===== src/rtl/dmac_rd_burst_gen.sv =====
// Splits a DMA channel read request into AXI4 AR bursts. Bursts are capped by
// MAX_BURST_LEN (16 for FIXED) and never cross a 4 KB boundary.
module dmac_rd_burst_gen #(
  parameter int unsigned ADDR_WD       = 32,
  parameter int unsigned DATA_WD       = 32,
  parameter int unsigned MAX_BURST_LEN = 16
) (
  input  logic               clk,
  input  logic               rst_n,
  input  logic               rd_req_valid,
  input  logic [ADDR_WD-1:0] rd_req_addr,
  input  logic [1:0]         rd_req_burst,
  input  logic [ADDR_WD-1:0] rd_req_length,
  input  logic [2:0]         rd_req_size,
  output logic               rd_req_ack,
  output logic [ADDR_WD-1:0] rd_req_next_addr,
  output logic [ADDR_WD-1:0] rd_req_next_length,
  output logic               rd_req_done,
  output logic               ar_valid,
  input  logic               ar_ready,
  output logic [ADDR_WD-1:0] ar_addr,
  output logic [7:0]         ar_len,
  output logic [2:0]         ar_size,
  output logic [1:0]         ar_burst
);

  localparam int unsigned STRB_WD   = DATA_WD / 8;
  localparam logic [2:0]  SIZE_MAX  = 3'($clog2(STRB_WD));
  localparam int unsigned W1        = ADDR_WD + 1;
  localparam int unsigned FIXED_CAP = (MAX_BURST_LEN < 16) ? MAX_BURST_LEN : 16;

  localparam logic [1:0] IDLE  = 2'd0;
  localparam logic [1:0] CALC  = 2'd1;
  localparam logic [1:0] ISSUE = 2'd2;
  localparam logic [1:0] ZERO  = 2'd3;

  logic [1:0]         state;
  logic [ADDR_WD-1:0] s_addr;
  logic [ADDR_WD-1:0] s_length;
  logic [2:0]         s_size;
  logic               s_fixed;

  logic [W1-1:0]      bb;
  logic [W1-1:0]      off;
  logic [W1-1:0]      addr_w;
  logic [W1-1:0]      len_w;
  logic [W1-1:0]      need;
  logic [W1-1:0]      to4k;
  logic [W1-1:0]      cap;
  logic [W1-1:0]      beats;
  logic [W1-1:0]      bytes;
  logic [W1-1:0]      consumed;
  logic [W1-1:0]      nlen;
  logic [ADDR_WD-1:0] naddr;

  assign ar_valid   = (state == ISSUE);
  assign rd_req_ack = ((state == ISSUE) && ar_ready) || (state == ZERO);

  always_comb begin
    bb     = W1'(1) << s_size;
    addr_w = {1'b0, s_addr};
    len_w  = {1'b0, s_length};
    off    = s_fixed ? '0 : (addr_w & (bb - W1'(1)));
    need   = (off + len_w + bb - W1'(1)) >> s_size;
    if (need > W1'(256)) need = W1'(256);
    // addr[11:0]-off is beat aligned, so this is always at least one beat
    to4k   = (W1'(4096) - W1'(s_addr[11:0]) + off) >> s_size;
    cap    = s_fixed ? W1'(FIXED_CAP) : W1'(MAX_BURST_LEN);
    beats  = (need < cap) ? need : cap;
    if (!s_fixed && (to4k < beats)) beats = to4k;
    bytes    = beats << s_size;
    consumed = bytes - off;
    nlen     = (len_w > consumed) ? (len_w - consumed) : '0;
    naddr    = s_fixed ? s_addr : ADDR_WD'(addr_w - off + bytes);
  end

  always_ff @(posedge clk or negedge rst_n) begin
    if (!rst_n) begin
      state              <= IDLE;
      s_addr             <= '0;
      s_length           <= '0;
      s_size             <= '0;
      s_fixed            <= 1'b0;
      ar_addr            <= '0;
      ar_len             <= '0;
      ar_size            <= '0;
      ar_burst           <= '0;
      rd_req_next_addr   <= '0;
      rd_req_next_length <= '0;
      rd_req_done        <= 1'b0;
    end else begin
      case (state)
        IDLE: begin
          if (rd_req_valid) begin
            s_addr   <= rd_req_addr;
            s_length <= rd_req_length;
            s_size   <= (rd_req_size > SIZE_MAX) ? SIZE_MAX : rd_req_size;
            s_fixed  <= (rd_req_burst == 2'd0);
            state    <= CALC;
          end
        end
        CALC: begin
          if (s_length == '0) begin
            rd_req_next_addr   <= s_addr;
            rd_req_next_length <= '0;
            rd_req_done        <= 1'b1;
            state              <= ZERO;
          end else begin
            ar_addr            <= s_addr;
            ar_len             <= 8'(beats - W1'(1));
            ar_size            <= s_size;
            ar_burst           <= s_fixed ? 2'd0 : 2'd1;
            rd_req_next_addr   <= naddr;
            rd_req_next_length <= ADDR_WD'(nlen);
            rd_req_done        <= (nlen == '0);
            state              <= ISSUE;
          end
        end
        ISSUE: begin
          if (ar_ready) state <= IDLE;
        end
        default: state <= IDLE;
      endcase
    end
  end

endmodule

===== config.mk =====
export PLATFORM = sky130hd
export DESIGN_NAME = dmac_rd_burst_gen
export DESIGN_NICKNAME = d
export VERILOG_FILES = /design/src/rtl/dmac_rd_burst_gen.sv
export SDC_FILE = /design/constraint.sdc
export NUM_CORES = 1
export LEC_CHECK = 0
export BUFFER_PORTS_ARGS = -buffer_cell sky130_fd_sc_hd__buf_2
export CAP_MARGIN = 40
export CORE_MARGIN = 10
export CORE_UTILIZATION = 25
export DETAILED_ROUTE_END_ITERATION = 8
export SETUP_SLACK_MARGIN = 0.3
export SLEW_MARGIN = 20
export SYNTH_ARGS = -nofsm -noshare
export SYNTH_HDL_FRONTEND = slang
export SYNTH_SLANG_ARGS = --single-unit

===== constraint.sdc =====
create_clock -name clk -period 23.3 [get_ports clk]
set_input_delay 2.33 -clock clk [delete_from_list [all_inputs] [get_ports clk]]
set_output_delay 2.33 -clock clk [all_outputs]
set_load 0.05 [all_outputs]

After elaboration in Yosys (flattened, before gate mapping)
Index checks and enable logic that the tools add are counted.
{"block": "word_totals", "regBits": 180, "input_bits": 73, "word_cells": 65}
{"block": "classes", "n_addsub": 11, "magnitude_cmp": 5, "n_eq_ne": 5, "shifts": 4, "mux": 15, "n_bitwise": 2, "n_reduce_logical": 11}
{"cell": "33-bit two-way mux", "n": 5}
{"cell": "32-bit two-way mux", "n": 3}
{"cell": "33-bit adder", "n": 2}
{"cell": "33-bit by 3-bit >> shifter with 33-bit output", "n": 2}
{"cell": "33-bit by 1-bit subtractor with 33-bit output, second input constant", "n": 2}
{"cell": "33-bit by 32-bit adder with 33-bit output", "n": 1}
{"cell": "32-bit by 33-bit AND with 33-bit output", "n": 1}
{"cell": "32-bit by 33-bit > comparator with 1-bit output", "n": 1}
{"cell": "33-bit by 9-bit > comparator with 1-bit output, second input constant", "n": 1}
{"cell": "33-bit logical NOT", "n": 1}
{"cell": "33-bit < comparator", "n": 1}
{"cell": "33-bit by 5-bit < comparator with 1-bit output, second input constant", "n": 1}
{"cell": "1-bit by 3-bit << shifter with 33-bit output, first input constant", "n": 1}
{"cell": "33-bit by 3-bit << shifter with 33-bit output", "n": 1}
{"cell": "32-bit by 33-bit subtractor with 33-bit output", "n": 1}
{"cell": "33-bit subtractor", "n": 1}
{"cell": "32-bit adder", "n": 1}
{"cell": "32-bit logical NOT", "n": 1}
{"cell": "32-bit subtractor", "n": 1}
{"cell": "13-bit by 12-bit subtractor with 14-bit output, first input constant", "n": 1}
{"cell": "8-bit by 1-bit subtractor with 8-bit output, second input constant", "n": 1}
{"cell": "2-bit one-hot mux with 3 select lines", "n": 1}
{"cell": "2-bit AND reduction", "n": 3}
{"cell": "2-bit == test, second input constant", "n": 2}
{"cell": "other kinds (12)", "n": 17}

Depth between registers and ports, before layout
{"block": "depth", "depth_word": 21, "depth_mapped": 78, "ltp_nobuf": 69}

Worst setup path before layout
OpenSTA, ideal clock, no wires.
{"block": "synth_timing", "path_kind": "register to register", "from": "reg s_size[0]", "to": "reg rd_req_next_length[20]", "setup_time_ns": 0.067, "t_arrival_ns": 16.138, "required_ns": 23.233, "setup_slack_ns": 7.095, "stages_incl_launch_ff": 70, "path_buffers": 13, "synth_period_minus_slack_ns": 16.205, "path_cell_list": "dfrtp_1 > clkbuf_1 > clkbuf_1 > buf_1 > clkbuf_1 > buf_1 > clkbuf_1 > buf_1 > buf_1 > nor2_1 > inv_1 > ha_1 > clkbuf_1 > nor3b_1 > clkbuf_1 > nand2_1 > fa_1 > inv_1 > [... 34 more ...] > or3_1 > a31o_2 > o41ai_1 > o21ai_0 > o21ai_0 > nand2b_1 > xnor2_1 > ha_1 > nand3_1 > nor2b_1 > a221oi_1 > o21ai_0 > a21oi_1 > o21ai_0 > and3_1 > clkbuf_1 > buf_1 > a22o_1"}
{"block": "synth_between", "elab_chain_cells": 20}
{"item": "start, declared", "line": "40", "source": "logic [2:0] s_size;"}
{"item": "start signal, assigned", "line": "97", "source": "s_size <= (rd_req_size > SIZE_MAX) ? SIZE_MAX : rd_req_size;"}
{"item": "1-bit by 3-bit << shifter with 33-bit output", "line": "60", "source": "bb = W1'(1) << s_size;"}
{"item": "33-bit by 1-bit subtractor with 33-bit output", "line": "63", "source": "off = s_fixed ? '0 : (addr_w & (bb - W1'(1)));"}
{"item": "32-bit by 33-bit AND with 33-bit output", "line": "63"}
{"item": "33-bit two-way mux", "line": "63"}
{"item": "33-bit by 32-bit adder with 33-bit output", "line": "64", "source": "need = (off + len_w + bb - W1'(1)) >> s_size;"}
{"item": "33-bit adder", "line": "64"}
{"item": "33-bit by 1-bit subtractor with 33-bit output", "line": "64"}
{"item": "33-bit by 3-bit >> shifter with 33-bit output", "line": "64"}
{"item": "[... 4 more ...]"}
{"item": "33-bit < comparator", "line": "70", "source": "if (!s_fixed && (to4k < beats)) beats = to4k;"}
{"item": "1-bit logical AND", "line": "70"}
{"item": "33-bit two-way mux", "line": "70"}
{"item": "33-bit by 3-bit << shifter with 33-bit output", "line": "71", "source": "bytes = beats << s_size;"}
{"item": "33-bit subtractor *", "line": "72", "source": "consumed = bytes - off;"}
{"item": "32-bit by 33-bit subtractor with 33-bit output / 32-bit by 33-bit > comparator with 1-bit output (equally long branches)", "line": "73", "source": "nlen = (len_w > consumed) ? (len_w - consumed) : '0;"}
{"item": "33-bit two-way mux *", "line": "73"}
{"item": "32-bit two-way mux *", "line": "103", "source": "if (s_length == '0) begin"}
{"item": "end signal, assigned", "line": "114", "source": "rd_req_next_length <= ADDR_WD'(nlen);"}
{"item": "end, declared", "line": "17", "source": "output logic [ADDR_WD-1:0] rd_req_next_length,"}
Every way passes the cells marked *; elsewhere a longest branch is shown, timed or not.
A chain may end at the register's enable or synchronous reset.

Worst setup path after layout
{"block": "layout_timing", "from": "reg s_size[0]", "to": "reg rd_req_next_length[23]"}
Same word-level chain as after synthesis.

==> flow_metrics.env <==
export IMPL_hp_class="reg2reg"
export IMPL_grtUsageMet2=0.233
export IMPL_place_area_mm2=0.0219
export IMPL_outcome="finished clean"
export IMPL_fin_tns_setup_ns=0
export IMPL_drtPass1Iterations=6
export IMPL_yosys_warnings=0
export IMPL_busiest_layer="met2"
export IMPL_finalMaxSlewViolations=0
export IMPL_endpoint_kind="register"
export IMPL_grtUsageMet1=0.211
export IMPL_pin_count=185
export IMPL_ys_seq_area_frac=0.228
export IMPL_dieHeight_um=300
export IMPL_drtIter0Drc=1564
export IMPL_layout_drive_gt1_share=0.109
export IMPL_slowest_delay_ns=0.72
export IMPL_grt_pass1_vias=18200
export IMPL_synth_top_cells_by_area="dfrtp_1 23%, ha_1 12%, nand2_1 7.5%, fa_1 6.7%, o21ai_0 4.4%"
export IMPL_worst_setup_path_start_kind="register"
export IMPL_die_area_mm2=0.0901
export IMPL_slew_limit_headroom=0.488
export IMPL_design_area_mm2=0.0225
export IMPL_async_flop_share=1.00
export IMPL_avgSynthCellArea_um2=7.89
export IMPL_cts_sinks=179
export IMPL_cp_data_required_time_ns=23.70
export IMPL_cts_htree_levels=4
export IMPL_cts_root_buf="clkbuf_16"
export IMPL_crit_start="s_size[0]"
export IMPL_grt_met3_usage=0.0409
export IMPL_grt_usage=0.155
export IMPL_rr_worst_depth=59
export IMPL_grt_max_degree=71
export IMPL_die_x_um=300
export IMPL_synthFlopType="dfrtp_1"
export IMPL_fin_hold_ws_ns=0.470
export IMPL_row_count=102
export IMPL_tritoncts="yes"
export IMPL_setup_violations=0
export IMPL_post_cts_buffers=0
export IMPL_r2r_start="s_size[0]"
export IMPL_synth_edf_count=0
export IMPL_place_congestion=0.959
export IMPL_cap_violations=0
export IMPL_critPathArrivalTime_ns=17.19
export IMPL_wire_per_inst_um=19.3
export IMPL_path_clk_slew_ns=0.07
export IMPL_antenna_found_initial=2
export IMPL_clock_skew_ns=0.0179
export IMPL_synth_top_cell_area_share=0.228
export IMPL_hold_viol_final=0
export IMPL_critical_path_class="reg2reg"
export IMPL_port_buffers=183
export IMPL_worst_pin_slew_ns=0.749
export IMPL_drcViolationCount=0
export IMPL_drtAntennaViolNets=0
export IMPL_rsz0062_at_grt="false"
export IMPL_num_vias=19000
export IMPL_syn_cell_area_mm2=0.0196
export IMPL_yosysTopAreaCell="dfrtp_1"
export IMPL_insertion_delay_ns=0.47
export IMPL_cpMaxStageDelayCell="dfrtp_4"
export IMPL_start_util=0.253
export IMPL_reg2reg_to="rd_req_next_length[23]"
export IMPL_cts_buffer_depth=2
export IMPL_dpl_hpwl_mm=58.0
export IMPL_synthCells=2486
export IMPL_grt_pass1_wl_mm=109
export IMPL_via_per_inst=5.11
export IMPL_hp_start="ar_addr[17]"
export IMPL_yosysUniqueCellTypes=83
export IMPL_core_mm2=0.0776
export IMPL_overflow=0
export IMPL_reg2reg_slack_ns=6.51
export IMPL_synth_most_common_cell="nand2_1"
export IMPL_wl_mm=71.8
export IMPL_cts_resized_gates=0
export IMPL_synth_common_cells="391 x nand2_1, 196 x ha_1, 189 x nor2_1"
export IMPL_fin_crit_sh=0.721
export IMPL_final_nets=2998
export IMPL_critPathMaxFanout=70
export IMPL_hold_buffers=0
export IMPL_synth_seq_cells=179
export IMPL_max_freq_ghz=0.0596
export IMPL_min_period_ns=16.79
export IMPL_area_growth_pct=14.6
export IMPL_critPathCapture="rd_req_next_length[23]"
export IMPL_cts_buffers_inserted=17
==> cells in the final DEF, fill, tap and decap left out, types with 24 or more instances in the layout <==
cell / instances
or3_1: 24
o21ai_0: 171
nand3_1: 56
mux2i_1: 34
conb_1: 71
buf_2: 183
a22o_1: 29
nor2b_1: 28
a211oi_1: 32
xnor2_1: 70
inv_1: 172
and3_1: 24
a21oi_1: 145
dfrtp_1: 177
nor3_1: 66
a31oi_1: 32
fa_1: 66
ha_1: 196
nand2_1: 390
a21o_1: 70
xor2_1: 51
nor2_1: 189
==> metrics by stage <==
step                utilization  std cells  setup WS, ns
floorplan                     -       2555          7.09
global placement          0.281       3679          7.09
detailed placement        0.282       3683          6.89
CTS                       0.289       3715          6.83
global route              0.290       3716          5.04
finish                    0.290       3717          6.51
==> state kept, by name, summed over array words and instances (netlist names), 3 cells and up <==
name / count
ar_addr: 32
rd_req_next_addr: 32
rd_req_next_length: 32
s_addr: 32
s_length: 32
ar_len: 8
ar_size: 3
s_size: 3
==> logic make-up (layout without fill, tap and decap cells) <==
kind of cell               count (synthesis)  count (layout)  synth area share
other                                      2              72          0.000383
DFF                                      179             179             0.228
AOI/OAI and AO/OA                        669             669             0.223
buffers and inverters                    290             411            0.0571
xor gates and xnor gates                 121             121            0.0540
and+or+nand+nor                          912             912             0.214
muxes                                     51              51            0.0311
adders and majority gates                262             262             0.192
==> layer usage <==
metal	share of wire	routed length [um]
met5	0.00018	13
met4	0.033	2340
met3	0.083	5970
met2	0.42	30400
met1	0.46	33100
==> how the worst min path moves through the flow <==
stage	cells after the start	slack, ns	endpoint
6_report	2	0.47	ar_addr[17]
5_1_grt	2	0.49	ar_addr[17]
4_1_cts	2	0.48	ar_addr[24]
3_5_place_dp	2	0.46	ar_addr[22]
3_3_place_gp	2	0.45	ar_addr[19]
2_1_floorplan	2	0.50	ar_addr[31]
==> cell type report <==
class                   count  area [um^2]
fillers                  8513        55100
diodes                      1         2.50
flip-flops and latches    179         4480
repair buffers            206         1150
well taps                1040         1300
clock inverters             8         63.8
clock buffers              24          512
multi-input cells        2086        14300
inverters                 173          649
==> worst max-delay path: cells and delay by family, from the launching register on <==
kind                       cells  cell delay [ns]
and+or+nand+nor               20             4.69
xor gates and xnor gates       1             0.13
adders and majority gates      6             2.27
AOI/OAI and AO/OA             25             6.48
muxes                          1             0.57
DFF                            1             0.72
buffers and inverters          6             1.77
Power is left out: the tool's default activity adds up to more than one toggle a clock period on the data nets, which glitch-free logic cannot reach.
